===== src/rtl/mips_fetch_pkg.sv =====
// mips_fetch_pkg: shared types and constants for the MIPS instruction-fetch
// front end (mips_fetch_unit and its prefetch FIFO).
//   fetch_entry_t        {pc, instr} pair handed to decode
//   DEFAULT_RESET_VECTOR first fetch address after reset
//   DEFAULT_HALT_ADDR    fetch target that ends execution
//   cnt_w(depth)         width of a counter able to hold 0..depth
package mips_fetch_pkg;

  typedef struct packed {
    logic [31:0] pc;
    logic [31:0] instr;
  } fetch_entry_t;

  localparam logic [31:0] DEFAULT_RESET_VECTOR = 32'hBFC0_0000;
  localparam logic [31:0] DEFAULT_HALT_ADDR    = 32'h0000_0000;

  function automatic int cnt_w(input int depth);
    return $clog2(depth) + 1;
  endfunction

endpackage


===== src/rtl/mips_fetch_unit_fifo.sv =====
// fetch_fifo: synchronous DEPTH-entry FIFO of fetch_entry_t.
//   clk, rst_n   clock, asynchronous active-low reset
//   push_i       write wdata_i (ignored when full unless popping in the same cycle)
//   pop_i        drop the head entry (ignored when empty)
//   flush_i      empty the FIFO; wins over push and pop
//   rdata_o      head entry
//   count_o      occupancy 0..DEPTH
//   empty_o      occupancy == 0
//   full_o       occupancy == DEPTH
module fetch_fifo
  import mips_fetch_pkg::*;
#(
  parameter int unsigned DEPTH = 4,
  localparam int         CW    = cnt_w(DEPTH)
) (
  input  logic          clk,
  input  logic          rst_n,
  input  logic          push_i,
  input  logic          pop_i,
  input  logic          flush_i,
  input  fetch_entry_t  wdata_i,
  output fetch_entry_t  rdata_o,
  output logic [CW-1:0] count_o,
  output logic          empty_o,
  output logic          full_o
);

  localparam int            PW     = $clog2(DEPTH);
  localparam logic [PW-1:0] PONE   = PW'(1);
  localparam logic [CW-1:0] CONE   = CW'(1);
  localparam logic [CW-1:0] FULL_C = CW'(DEPTH);

  fetch_entry_t  mem_q [DEPTH];
  logic [PW-1:0] wr_ptr_q, rd_ptr_q;
  logic [CW-1:0] count_q;
  logic          do_push, do_pop;

  assign empty_o = (count_q == '0);
  assign full_o  = (count_q == FULL_C);
  assign count_o = count_q;
  assign rdata_o = mem_q[rd_ptr_q];

  assign do_pop  = pop_i & ~empty_o;
  assign do_push = push_i & (~full_o | do_pop);

  always_ff @(posedge clk) begin
    if (do_push && !flush_i) mem_q[wr_ptr_q] <= wdata_i;
  end

  always_ff @(posedge clk or negedge rst_n) begin
    if (!rst_n) begin
      wr_ptr_q <= '0;
      rd_ptr_q <= '0;
      count_q  <= '0;
    end else if (flush_i) begin
      wr_ptr_q <= '0;
      rd_ptr_q <= '0;
      count_q  <= '0;
    end else begin
      if (do_push) wr_ptr_q <= wr_ptr_q + PONE;
      if (do_pop)  rd_ptr_q <= rd_ptr_q + PONE;
      if (do_push && !do_pop)      count_q <= count_q + CONE;
      else if (!do_push && do_pop) count_q <= count_q - CONE;
    end
  end

endmodule


===== src/rtl/mips_fetch_unit.sv =====
// mips_fetch_unit: pipelined instruction-fetch front end.
// Issues reads over a waitrequest/readdatavalid bus, keeps at most DEPTH
// fetches in flight or buffered, drops stale responses after a redirect and
// hands {pc, instr} to decode over out_valid/out_ready. Reaching HALT_ADDR
// with nothing in flight drops `active` until reset.
//   clk, reset_n            clock, asynchronous active-low reset
//   clk_enable              gates launch, redirect and pop
//   instr_address/_read     registered read request
//   instr_waitrequest       bus stall
//   instr_readdatavalid/data in-order read response
//   redirect, redirect_pc   branch/jump taken and its target
//   out_valid/ready/pc/instr decode handoff
//   active                  low once halted
//   perf_fetched/discarded  counters, built only with FETCH_PERF_CNT_EN
module mips_fetch_unit
  import mips_fetch_pkg::*;
#(
  parameter int unsigned DEPTH        = 4,
  parameter logic [31:0] RESET_VECTOR = DEFAULT_RESET_VECTOR,
  parameter logic [31:0] HALT_ADDR    = DEFAULT_HALT_ADDR
) (
  input  logic        clk,
  input  logic        reset_n,
  input  logic        clk_enable,
  output logic [31:0] instr_address,
  output logic        instr_read,
  input  logic        instr_waitrequest,
  input  logic        instr_readdatavalid,
  input  logic [31:0] instr_readdata,
  input  logic        redirect,
  input  logic [31:0] redirect_pc,
  output logic        out_valid,
  input  logic        out_ready,
  output logic [31:0] out_pc,
  output logic [31:0] out_instr,
  output logic        active,
  output logic [31:0] perf_fetched,
  output logic [31:0] perf_discarded
);

  localparam int            CW      = cnt_w(DEPTH);
  localparam logic [CW:0]   DEPTH_C = (CW + 1)'(DEPTH);
  localparam logic [CW-1:0] CONE    = CW'(1);

  typedef enum logic {ST_RUN, ST_HALT} state_e;
  state_e state_q, state_d;

  logic [31:0]   fetch_pc_q, fetch_pc_d, resp_pc_q, resp_pc_d;
  logic [31:0]   addr_q, addr_d;
  logic          read_q, read_d;
  logic [CW-1:0] outstanding_q, outstanding_d, discard_q, discard_d;

  logic [CW-1:0] fifo_count;
  logic          fifo_empty, fifo_full;
  fetch_entry_t  fifo_head, push_entry;

  logic          run, accept, stalled, resp, do_redirect, launch, push, pop, halt_cond;
  logic [CW-1:0] acc_w, resp_w, read_w;
  logic [CW:0]   in_use;
  logic [31:0]   target;

  assign accept      = read_q & ~instr_waitrequest;
  assign stalled     = read_q & instr_waitrequest;
  assign resp        = instr_readdatavalid;
  assign do_redirect = redirect & clk_enable & run;
  assign target      = redirect_pc & ~32'h3;

  assign acc_w  = {{(CW-1){1'b0}}, accept};
  assign resp_w = {{(CW-1){1'b0}}, resp};
  assign read_w = {{(CW-1){1'b0}}, read_q};

  // Buffered + in flight + the request on the bus, each holding a FIFO slot.
  assign in_use = {1'b0, fifo_count} + {1'b0, outstanding_q} + {1'b0, read_w};

  assign launch = run & clk_enable & ~redirect & (fetch_pc_q != HALT_ADDR)
                & ~fifo_full & (in_use < DEPTH_C) & ~stalled;

  assign push       = resp & ~do_redirect & (discard_q == '0);
  assign pop        = out_valid & out_ready & clk_enable;
  assign push_entry = '{pc: resp_pc_q, instr: instr_readdata};
  assign halt_cond  = (fetch_pc_q == HALT_ADDR) & fifo_empty
                    & (outstanding_q == '0) & ~read_q;

  always_comb begin
    outstanding_d = outstanding_q + acc_w - resp_w;
    discard_d     = discard_q;
    fetch_pc_d    = fetch_pc_q;
    resp_pc_d     = resp_pc_q;
    read_d        = read_q;
    addr_d        = addr_q;

    // Every response still owed becomes stale, including a stalled request
    // that has yet to be accepted; already-marked entries are among them.
    if (do_redirect)                     discard_d = outstanding_q + read_w - resp_w;
    else if (resp && discard_q != '0)    discard_d = discard_q - CONE;

    if (do_redirect) begin
      fetch_pc_d = target;
      resp_pc_d  = target;
    end else begin
      if (launch) fetch_pc_d = fetch_pc_q + 32'd4;
      if (push)   resp_pc_d  = resp_pc_q + 32'd4;
    end

    if (!stalled) begin
      read_d = launch;
      if (launch) addr_d = fetch_pc_q;
    end
  end

  always_ff @(posedge clk or negedge reset_n) begin
    if (!reset_n) begin
      fetch_pc_q    <= RESET_VECTOR;
      resp_pc_q     <= RESET_VECTOR;
      addr_q        <= RESET_VECTOR;
      read_q        <= 1'b0;
      outstanding_q <= '0;
      discard_q     <= '0;
    end else begin
      fetch_pc_q    <= fetch_pc_d;
      resp_pc_q     <= resp_pc_d;
      addr_q        <= addr_d;
      read_q        <= read_d;
      outstanding_q <= outstanding_d;
      discard_q     <= discard_d;
    end
  end

  always_ff @(posedge clk or negedge reset_n) begin
    if (!reset_n) state_q <= ST_RUN;
    else          state_q <= state_d;
  end

  always_comb begin
    state_d = state_q;
    if (state_q == ST_RUN && halt_cond) state_d = ST_HALT;
  end

  always_comb begin
    run    = (state_q == ST_RUN);
    active = run;
  end

  fetch_fifo #(.DEPTH(DEPTH)) u_fifo (
    .clk     (clk),
    .rst_n   (reset_n),
    .push_i  (push),
    .pop_i   (pop),
    .flush_i (do_redirect),
    .wdata_i (push_entry),
    .rdata_o (fifo_head),
    .count_o (fifo_count),
    .empty_o (fifo_empty),
    .full_o  (fifo_full)
  );

  assign instr_read    = read_q;
  assign instr_address = addr_q;
  assign out_valid     = ~fifo_empty & run;
  assign out_pc        = fifo_head.pc;
  assign out_instr     = fifo_head.instr;

`ifdef FETCH_PERF_CNT_EN
  logic [31:0] perf_fetched_q, perf_discarded_q;

  always_ff @(posedge clk or negedge reset_n) begin
    if (!reset_n) begin
      perf_fetched_q   <= '0;
      perf_discarded_q <= '0;
    end else begin
      if (push && perf_fetched_q != '1)
        perf_fetched_q <= perf_fetched_q + 32'd1;
      if (resp && !push && perf_discarded_q != '1)
        perf_discarded_q <= perf_discarded_q + 32'd1;
    end
  end

  assign perf_fetched   = perf_fetched_q;
  assign perf_discarded = perf_discarded_q;
`else
  assign perf_fetched   = '0;
  assign perf_discarded = '0;
`endif

endmodule


===== config.mk =====
export PLATFORM = sky130hd
export DESIGN_NAME = mips_fetch_unit
export DESIGN_NICKNAME = d
export VERILOG_FILES = /design/src/rtl/mips_fetch_pkg.sv /design/src/rtl/mips_fetch_unit_fifo.sv /design/src/rtl/mips_fetch_unit.sv
export SDC_FILE = /design/constraint.sdc
export NUM_CORES = 1
export LEC_CHECK = 0
export BUFFER_PORTS_ARGS = -buffer_cell sky130_fd_sc_hd__buf_4
export CAP_MARGIN = 30
export CORE_MARGIN = 2
export CORE_UTILIZATION = 40
export DETAILED_ROUTE_END_ITERATION = 6
export HOLD_SLACK_MARGIN = 0.08
export SYNTH_ARGS = -nofsm -noshare
export SYNTH_HDL_FRONTEND = slang
export SYNTH_SLANG_ARGS = --single-unit

===== constraint.sdc =====
create_clock -name clk -period 10.2 [get_ports clk]
set_input_delay 2.04 -clock clk [delete_from_list [all_inputs] [get_ports clk]]
set_output_delay 2.04 -clock clk [all_outputs]
set_load 0.1 [all_outputs]

==> results of run 1 <==
-- per-layer routing --
layer	global-route usage	wire length, um
met1	0.240	15400
met2	0.246	14400
met3	0.0348	2170
met4	0.0444	745
met5	0	0
-- cell type report --
type	count	area, um^2	share of cell area
clock inverter	19	185	0.0102
inverter	21	78.8	0.00434
clock buffer	51	1020	0.0562
timing repair buffer	179	1420	0.0784
multi-input combinational	574	4700	0.259
tap	511	639	0.0352
sequential	353	10100	0.557
-- worst max-delay path, delay by kind of cell (launching register included) --
family | cells | cell delay (ns)
buffers and inverters | 2 | 0.93
flip-flops | 1 | 0.88
multiplexers | 1 | 0.64
-- kinds of logic after synthesis --
logic type      Yosys count  synth area share
fa+ha+maj                19            0.0169
buf+inv                 135            0.0522
compound gates           89            0.0368
simple gates            265            0.0938
other cells               1          0.000244
flops                   353             0.658
mux                      91             0.118
xor+xnor                 42            0.0240
-- cell usage after synthesis, drive strengths merged (2+ instances only) --
master / n / area, um^2
nor3: 12 / 76.3
nor2: 51 / 191
dfrtp: 78 / 1950
and4: 9 / 78.8
inv: 21 / 78.8
nand2b: 2 / 12.5
a21o: 2 / 15.0
o211ai: 8 / 60.1
o31ai: 4 / 30.0
mux4: 62 / 1400
a211oi: 3 / 22.5
or4: 12 / 93.8
and2: 11 / 68.8
dfstp: 27 / 709
or4b: 2 / 20.0
a311oi: 3 / 32.5
fa: 3 / 60.1
and3: 9 / 56.3
and3b: 3 / 26.3
xor2: 21 / 184
nor3b: 4 / 30.0
or2: 4 / 25.0
a31oi: 11 / 68.8
o41ai: 5 / 43.8
edfxtp: 248 / 7450
o21ai: 14 / 70.1
nor4: 17 / 119
mux2: 26 / 383
nand3: 37 / 185
mux2i: 3 / 30.0
clkbuf: 30 / 113
nand2: 53 / 199
or3: 9 / 56.3
ha: 16 / 200
buf: 84 / 611
nand3b: 6 / 45.0
xnor2: 21 / 184
a21oi: 32 / 160
nand4: 20 / 125
-- sequential cells by signal, summed over array words and instances (netlist names), 2 cells and up --
name,count
u_fifo.count_o,3
u_fifo.mem_q,248
resp_pc_q,30
outstanding_q,3
u_fifo.wr_ptr_q,2
discard_q,3
u_fifo.rd_ptr_q,2
fetch_pc_q,30
instr_address,30
-- placed cells by master (no fill, tap or decap), drive strengths merged, types with 15 or more instances in the layout --
| cell | count |
|---|---|
| inv | 21 |
| xor2 | 21 |
| nand2 | 53 |
| mux2 | 26 |
| dfstp | 27 |
| nor2 | 51 |
| edfxtp | 248 |
| conb | 68 |
| xnor2 | 21 |
| a21oi | 32 |
| ha | 16 |
| clkinv | 15 |
| buf | 179 |
| mux4 | 62 |
| nand3 | 37 |
| nand4 | 20 |
| dfrtp | 78 |
| clkbuf | 51 |
| nor4 | 17 |
-- power breakdown --
part / leakage (nW) / switching [W] / total [W] / internal, W
Sequential: 3.41 / 0.000214 / 0.00196 / 0.00175
Combinational: 2.62 / 0.00195 / 0.00262 / 0.000671
Clock: 0.583 / 0.000543 / 0.00133 / 0.000782
-- per-stage QoR --
stage	instance area [um^2]	setup WS [ns]	power [W]	utilization	hold WS, ns
finish	18200	5.12	0.00591	0.481	0.498
global route	18200	4.88	0.00615	0.481	0.509
CTS	18100	4.98	0.00597	0.478	0.495
detailed placement	16800	5.32	0.00462	0.446	0.469
global placement	16800	5.36	0.00461	0.446	0.468
floorplan	15600	5.34	0.00410	-	0.487
-- worst max path at each step --
stage	start	end	slack (ns)	cells after the start
floorplan	instr_readdatavalid	u_fifo.mem_q[0][0]	5.34	3
global placement	redirect	u_fifo.mem_q[1][25]	5.36	6
detailed placement	redirect	u_fifo.mem_q[1][27]	5.32	6
CTS	u_fifo.rd_ptr_q[0]	out_pc[10]	4.98	3
global route	u_fifo.rd_ptr_q[0]	out_pc[29]	4.88	3
finish	u_fifo.rd_ptr_q[0]	out_pc[29]	5.12	3
==> results_dict.tcl, run 1 <==
set metrics [dict create \
    drc_errors 0 \
    reg2regPathDepth 7 \
    power-per-cell-area_nw_per_um2 325 \
    critical_path.cell_chain "buf_4 > mux4_2 > buf_4" \
    cpMostUsedCell "buf_4" \
    worstHoldEndpoint "instr_address[2]" \
    syn_inst 995 \
    critPathLaunchType "flip-flop" \
    tns_ns 0 \
    r2r_start "outstanding_q[1]" \
    period_share 0.498 \
    antenna_cells 0 \
    ant_nets 0 \
    timing.rr.end "instr_address[17]" \
    wl_per_cell_um 19.2 \
    ys_seq_elements 353 \
    period_minus_slack_ns 5.08 \
    netlist_area_um2 15400 \
    drive_above_1_share 0.302 \
    cp_max_fo 33 \
    nets 1257 \
    postCtsResizedCells 0 \
    dieArea_um2 40000 \
    synth_edf_count 248 \
    arrival_ns 3.04 \
    antenna_found_initial 0 \
    io_buffer_count 163 \
    vias 8720 \
    hp-class "reg -> reg" \
    cts_hold_buf 0 \
    grt_pass1_wl_um 50000 \
    numCtsBuffers 38 \
    fin_skew_ns 0.0156 \
    post-dp-hpwl_um 20500 \
    cpMaxStageDelayCell "dfrtp_4" \
    first_pass_iters 5 \
    rsz0062_at_grt "false" \
    async_reset_ff_frac 0.297 \
    insertion_delay_ns 0.53 \
    synth_flop_cell "edfxtp_1" \
    tightest_slew_ns 0.992 \
    fillers 3266 \
    grt_usage 0.163 \
    initial_core_util 0.407 \
    p_leak_nw 6.60 \
    outcome "finished clean" \
    clk_pin_slew_worst_paths_ns 0.06 \
    hold_depth 1 \
    post_cts_buffers 0 \
    viasPerCell 5.11 \
    clock_sinks 353 \
    grt_start_max_net_pins 70 \
    syn_to_final_growth_pct 18.3 \
    grt_overflow 0 \
    gp_congestion 0.811 \
    cts_root_buf "clkbuf_16" \
    rrSetupSlack_ns 7.00 \
    timing.slew.headroom 0.333 \
    hold_viol 0 \
    coreArea_um2 37800 \
    grt_pass1_vias 8656 \
    fmax_mhz 197 \
    clockBufferDepth 3 \
    die_h_um 200 \
    dpl.cell_count 1634 \
    layoutNonFillerInstCount 1708 \
    crit_required_ns 8.16 \
    ir_drop_v 0.000349 \
    synth_seq_area_share 0.658 \
    ios 234 \
    htree_num_levels 2 \
    drv_slew 0 \
    timing.max_cap.violations 0 \
    finalSetupViolCount 0 \
    critPathKind "reg -> out" \
    dieWidth_um 200 \
    drt_iter0_drc 495 \
    yosysUniqueCellTypes 61 \
    cts_tree "done" \
    holdCritStartpoint "instr_address[2]" \
    routed_wl_um 32800 \
    critPathMaxStageDelay_ns 0.88 \
    row_count 71 \
    yosysWarnings 0 \
    postSynthAreaPerCell_um2 15.4 \
    critical_path.endpoint_type "output pin" \
]
No activity file was read; power rests on OpenSTA's default activity.
==> run 2: changes to the inputs <==
clock period = 4.7 ns   (was 10.2 ns; I/O delays follow)
==> results_dict.tcl, run 2 (synthesized netlist as in run 1, its figures left out) <==
set metrics [dict create \
    outcome "finished clean" \
    period_share 0.750 \
    timing.slew.headroom 0.338 \
    vias 8739 \
    cts_root_buf "clkbuf_16" \
    power-per-cell-area_nw_per_um2 704 \
    tightest_slew_ns 0.985 \
    ios 234 \
    critPathLaunchType "flip-flop" \
    top_register "u_fifo.mem_q" \
    routed_wl_um 33000 \
    grt_pass1_wl_um 50900 \
    period_minus_slack_ns 3.53 \
    insertion_delay_ns 0.53 \
    wl_met2_um 15100 \
    finalPower_w 0.0127 \
    nets 1256 \
    tns_ns 0 \
    drc_errors 0 \
    post_cts_buffers 0 \
    wl_met1_um 15200 \
    antenna_cells 0 \
    postCtsResizedCells 0 \
    coreArea_um2 37800 \
    routed-wl-met3_um 2100 \
    grt_start_max_net_pins 63 \
    cts_tree "done" \
    post-dp-hpwl_um 21000 \
    antenna_found_initial 0 \
    crit_family "flip-flops" \
    critical_path.endpoint_type "output pin" \
    syn_to_final_growth_pct 18.0 \
    row_count 71 \
    htree_num_levels 2 \
    finalSetupViolCount 0 \
    fin_skew_ns 0.0168 \
    drv_slew 0 \
    p_leak_nw 6.58 \
    layout_common_cells "edfxtp_1, buf_4, dfrtp_1" \
    grt_overflow 0 \
    largest_reg_flops 248 \
    drt_iter0_drc 541 \
    io_buffer_count 163 \
    cpMaxStageDelayCell "dfrtp_4" \
    drive_above_1_share 0.304 \
    numCtsBuffers 37 \
    grt_usage 0.167 \
    hold_viol 0 \
    critPathKind "reg -> out" \
    ir_drop_v 0.000634 \
    dpl.cell_count 1638 \
    timing.max_cap.violations 0 \
    grt_pass1_vias 8608 \
    critical_path.cell_chain "buf_12 > mux4_2 > buf_4" \
    wl_per_cell_um 19.4 \
    arrival_ns 2.59 \
    clock_sinks 353 \
    reg2regPathDepth 7 \
    hp-class "in -> async" \
    first_pass_iters 5 \
    initial_core_util 0.407 \
    path_buf_inv 2 \
    fmax_mhz 284 \
    crit_required_ns 3.76 \
    critPathMaxStageDelay_ns 0.82 \
    viasPerCell 5.13 \
    gp_congestion 0.806 \
    final_common_cell "edfxtp_1" \
    cp_max_fo 35 \
    ant_nets 0 \
    die_h_um 200 \
    cts_hold_buf 0 \
    rsz0062_at_grt "false" \
    cp.depth 3 \
    routed.top_layer "met4" \
    clk_pin_slew_worst_paths_ns 0.06 \
    layoutNonFillerInstCount 1705 \
    clockBufferDepth 3 \
    dieWidth_um 200 \
    dieArea_um2 40000 \
]
[run 2: cell types whose count changed in the layout (fill, tap and decap cells not counted), sizes merged]
| cell | before | now |
|---|---|---|
| clkinv | 15 | 17 |
| inv | 21 | 22 |
| clkbuf | 51 | 45 |
| bufinv | 3 | 2 |
| clkinvlp | 1 | 2 |
[run 2: final timing paths]
check / from / end / slack, ns
worst max-delay path: u_fifo.rd_ptr_q[0] / out_instr[1] / 1.17
worst min-delay path: reset_n / instr_address[20] / 0.46
worst max register to register: outstanding_q[1] / instr_address[17] / 1.51
worst min register to register: instr_address[2] / instr_address[2] / 0.49
max in group asynchronous: reset_n / resp_pc_q[29] / 3.34
min in group clk: instr_address[2] / instr_address[2] / 0.49
[run 2: area by class of cell]
| class | count | area (um^2) |
|---|---|---|
| inverter | 21 | 78.8 |
| clock inverter | 22 | 185 |
| fill | 3270 | 19600 |
| tap | 511 | 639 |
| timing repair buffer | 179 | 1420 |
| multi-input combinational | 574 | 4700 |
| sequential | 353 | 10100 |
| clock buffer | 45 | 976 |
[run 2: layer usage]
metal / up-vias / global-route usage
met5: - / 0
met4: 0 / 0.0420
met3: 46 / 0.0309
met2: 299 / 0.260
met1: 4377 / 0.243
li1: 4017 / -
[run 2: per-stage QoR]
step	hold WS, ns	utilization	setup WS [ns]	area, um^2
6_report	0.458	0.480	1.17	18100
5_1_grt	0.499	0.480	0.993	18100
4_1_cts	0.478	0.480	1.07	18100
3_5_place_dp	0.475	0.449	1.25	17000
3_3_place_gp	0.469	0.449	1.24	16900
2_1_floorplan	0.487	-	0.940	15600
[run 2: report_power, final]
part	leakage, nW	internal [W]	switching, W	total [W]
combinational	2.61	0.00147	0.00424	0.00571
sequential	3.41	0.00380	0.000453	0.00425
clock	0.562	0.00160	0.00119	0.00279
total	6.58	0.00687	0.00588	0.0127
==> run 3: changes to the inputs <==
clock period = 3.25 ns   (was 4.7 ns; I/O delays follow)
==> results_dict.tcl, run 3 (synthesized netlist as in run 1, its figures left out) <==
set metrics [dict create \
    holdCritStartpoint "instr_readdata[9]" \
    drc_errors 0 \
    hold_viol 0 \
    drive_above_1_share 0.315 \
    dpl.cell_count 1647 \
    critPathKind "reg -> out" \
    register_area_um2 10100 \
    multi_input_area_um2 4700 \
    finalSetupViolCount 0 \
    layoutNonFillerInstCount 1716 \
    die_h_um 200 \
    timing.slew.headroom 0.373 \
    htree_num_levels 2 \
    numCtsBuffers 38 \
    critPathLaunchType "flip-flop" \
    dieArea_um2 40000 \
    tns_ns 0 \
    clock_sinks 353 \
    worstHoldEndpoint "u_fifo.mem_q[1][9]" \
    coreArea_um2 37800 \
    utilization 0.482 \
    ios 234 \
    cp_max_fo 46 \
    reg2regPathDepth 6 \
    place_ws_ns 0.429 \
    fin_skew_ns 0.0108 \
    period_minus_slack_ns 2.81 \
    insertion_delay_ns 0.51 \
    viasPerCell 5.11 \
    ant_nets 0 \
    antenna_cells 0 \
    timing.rr.end "instr_address[12]" \
    layout_common_cells "edfxtp_1, buf_4, dfrtp_1" \
    antenna_found_initial 0 \
    critical_path.endpoint_type "output pin" \
    arrival_ns 2.16 \
    row_count 71 \
    r2r_start "u_fifo.count_o[2]" \
    p_leak_nw 6.66 \
    top_register "u_fifo.mem_q" \
    post_cts_buffers 0 \
    place_area_um2 17000 \
    final_common_cell "edfxtp_1" \
    drt_iter0_drc 632 \
    clk_pin_slew_worst_paths_ns 0.06 \
    power-per-cell-area_nw_per_um2 1010 \
    syn_to_final_growth_pct 18.5 \
    initial_core_util 0.407 \
    hold_depth 1 \
    cpMaxStageDelayCell "mux4_2" \
    critical_path.cell_chain "buf_12 > mux4_2 > buf_4" \
    fmax_mhz 356 \
    hp-class "in -> reg" \
    final_area_um2 18200 \
    nets 1267 \
    period_share 0.865 \
    first_pass_iters 6 \
    grt_usage 0.167 \
    vias 8769 \
    crit_required_ns 2.60 \
    grt_overflow 0 \
    grt_pass1_wl_um 51000 \
    cts_tree "done" \
    cts_root_buf "clkbuf_16" \
    gp_congestion 0.821 \
    fillers 3272 \
    drv_slew 0 \
    tightest_slew_ns 0.940 \
    ir_drop_v 0.000877 \
    clockBufferDepth 3 \
    grt_pass1_vias 8884 \
    outcome "finished clean" \
    critPathMaxStageDelay_ns 0.61 \
    post-dp-hpwl_um 21500 \
    fin_ws_ns 0.439 \
    rsz0062_at_grt "false" \
    io_buffer_count 163 \
    largest_reg_flops 248 \
    wl_per_cell_um 19.3 \
    routed_wl_um 33100 \
    grt_start_max_net_pins 92 \
    rrSetupSlack_ns 0.53 \
    timing.max_cap.violations 0 \
    dieWidth_um 200 \
]
## run 3: cell count changes in the layout (fill, tap and decap cells not counted), sizes merged
cell,previous run,this run
dlygate4sd3,0,1
buf,179,188
clkinvlp,2,0
bufinv,2,0
clkinv,17,22
## run 3: worst max path at each step
stage | from | end | slack, ns | cells past startpoint
after detailed placement | redirect | instr_address[20] | 0.43 | 6
after CTS | u_fifo.rd_ptr_q[0] | out_pc[29] | 0.37 | 3
final | u_fifo.rd_ptr_q[0] | out_pc[29] | 0.44 | 3
after global routing | u_fifo.rd_ptr_q[0] | out_pc[29] | 0.34 | 3
after global placement | redirect | instr_address[19] | 0.47 | 6
after floorplan | instr_readdatavalid | u_fifo.mem_q[1][0] | 0.43 | 3
## run 3: repair_timing
item | 4_1_cts | 5_1_grt
endpoints found under the hold margin | 20 | 0
resized for setup | 0 | 0
setup endpoints to repair | 0 | 0
hold buffers | 1 | 0
## run 3: metrics by stage
step | power, W | hold slack [ns]
2_1_floorplan | 0.0129 | 0.354
3_3_place_gp | 0.0145 | 0.466
3_5_place_dp | 0.0146 | 0.482
4_1_cts | 0.0186 | 0.310
5_1_grt | 0.0192 | 0.314
6_report | 0.0184 | 0.337
## run 3: area by class of cell
| cell class | instances | share of cell area |
|---|---|---|
| flip-flops and latches | 353 | 0.555 |
| multi-input cells | 574 | 0.258 |
| repair buffers | 189 | 0.0836 |
| clock buffers | 45 | 0.0570 |
| well taps | 511 | 0.0351 |
| clock inverters | 23 | 0.00605 |
| inverters | 21 | 0.00433 |
## run 3: report_power, final
| part | internal, W | leakage (nW) | switching [W] |
|---|---|---|---|
| registers | 0.00549 | 3.41 | 0.000504 |
| clock network | 0.00227 | 0.586 | 0.00169 |
| logic | 0.00215 | 2.67 | 0.00629 |
| total | 0.00992 | 6.66 | 0.00848 |
## run 3: per-layer routing
layer / GRT usage / share of wire / vias to the layer above
met1: 0.240 / 0.46 / 4406
met5: 0 / 0 / -
li1: - / - / 4039
met2: 0.262 / 0.46 / 276
met3: 0.0314 / 0.060 / 48
met4: 0.0486 / 0.022 / 0
## run 3: worst max-delay path: cells and delay by family, from the launching register on
family | cells | cell delay [ns]
mux | 1 | 0.61
buf+inv | 2 | 0.59
flops | 1 | 0.42
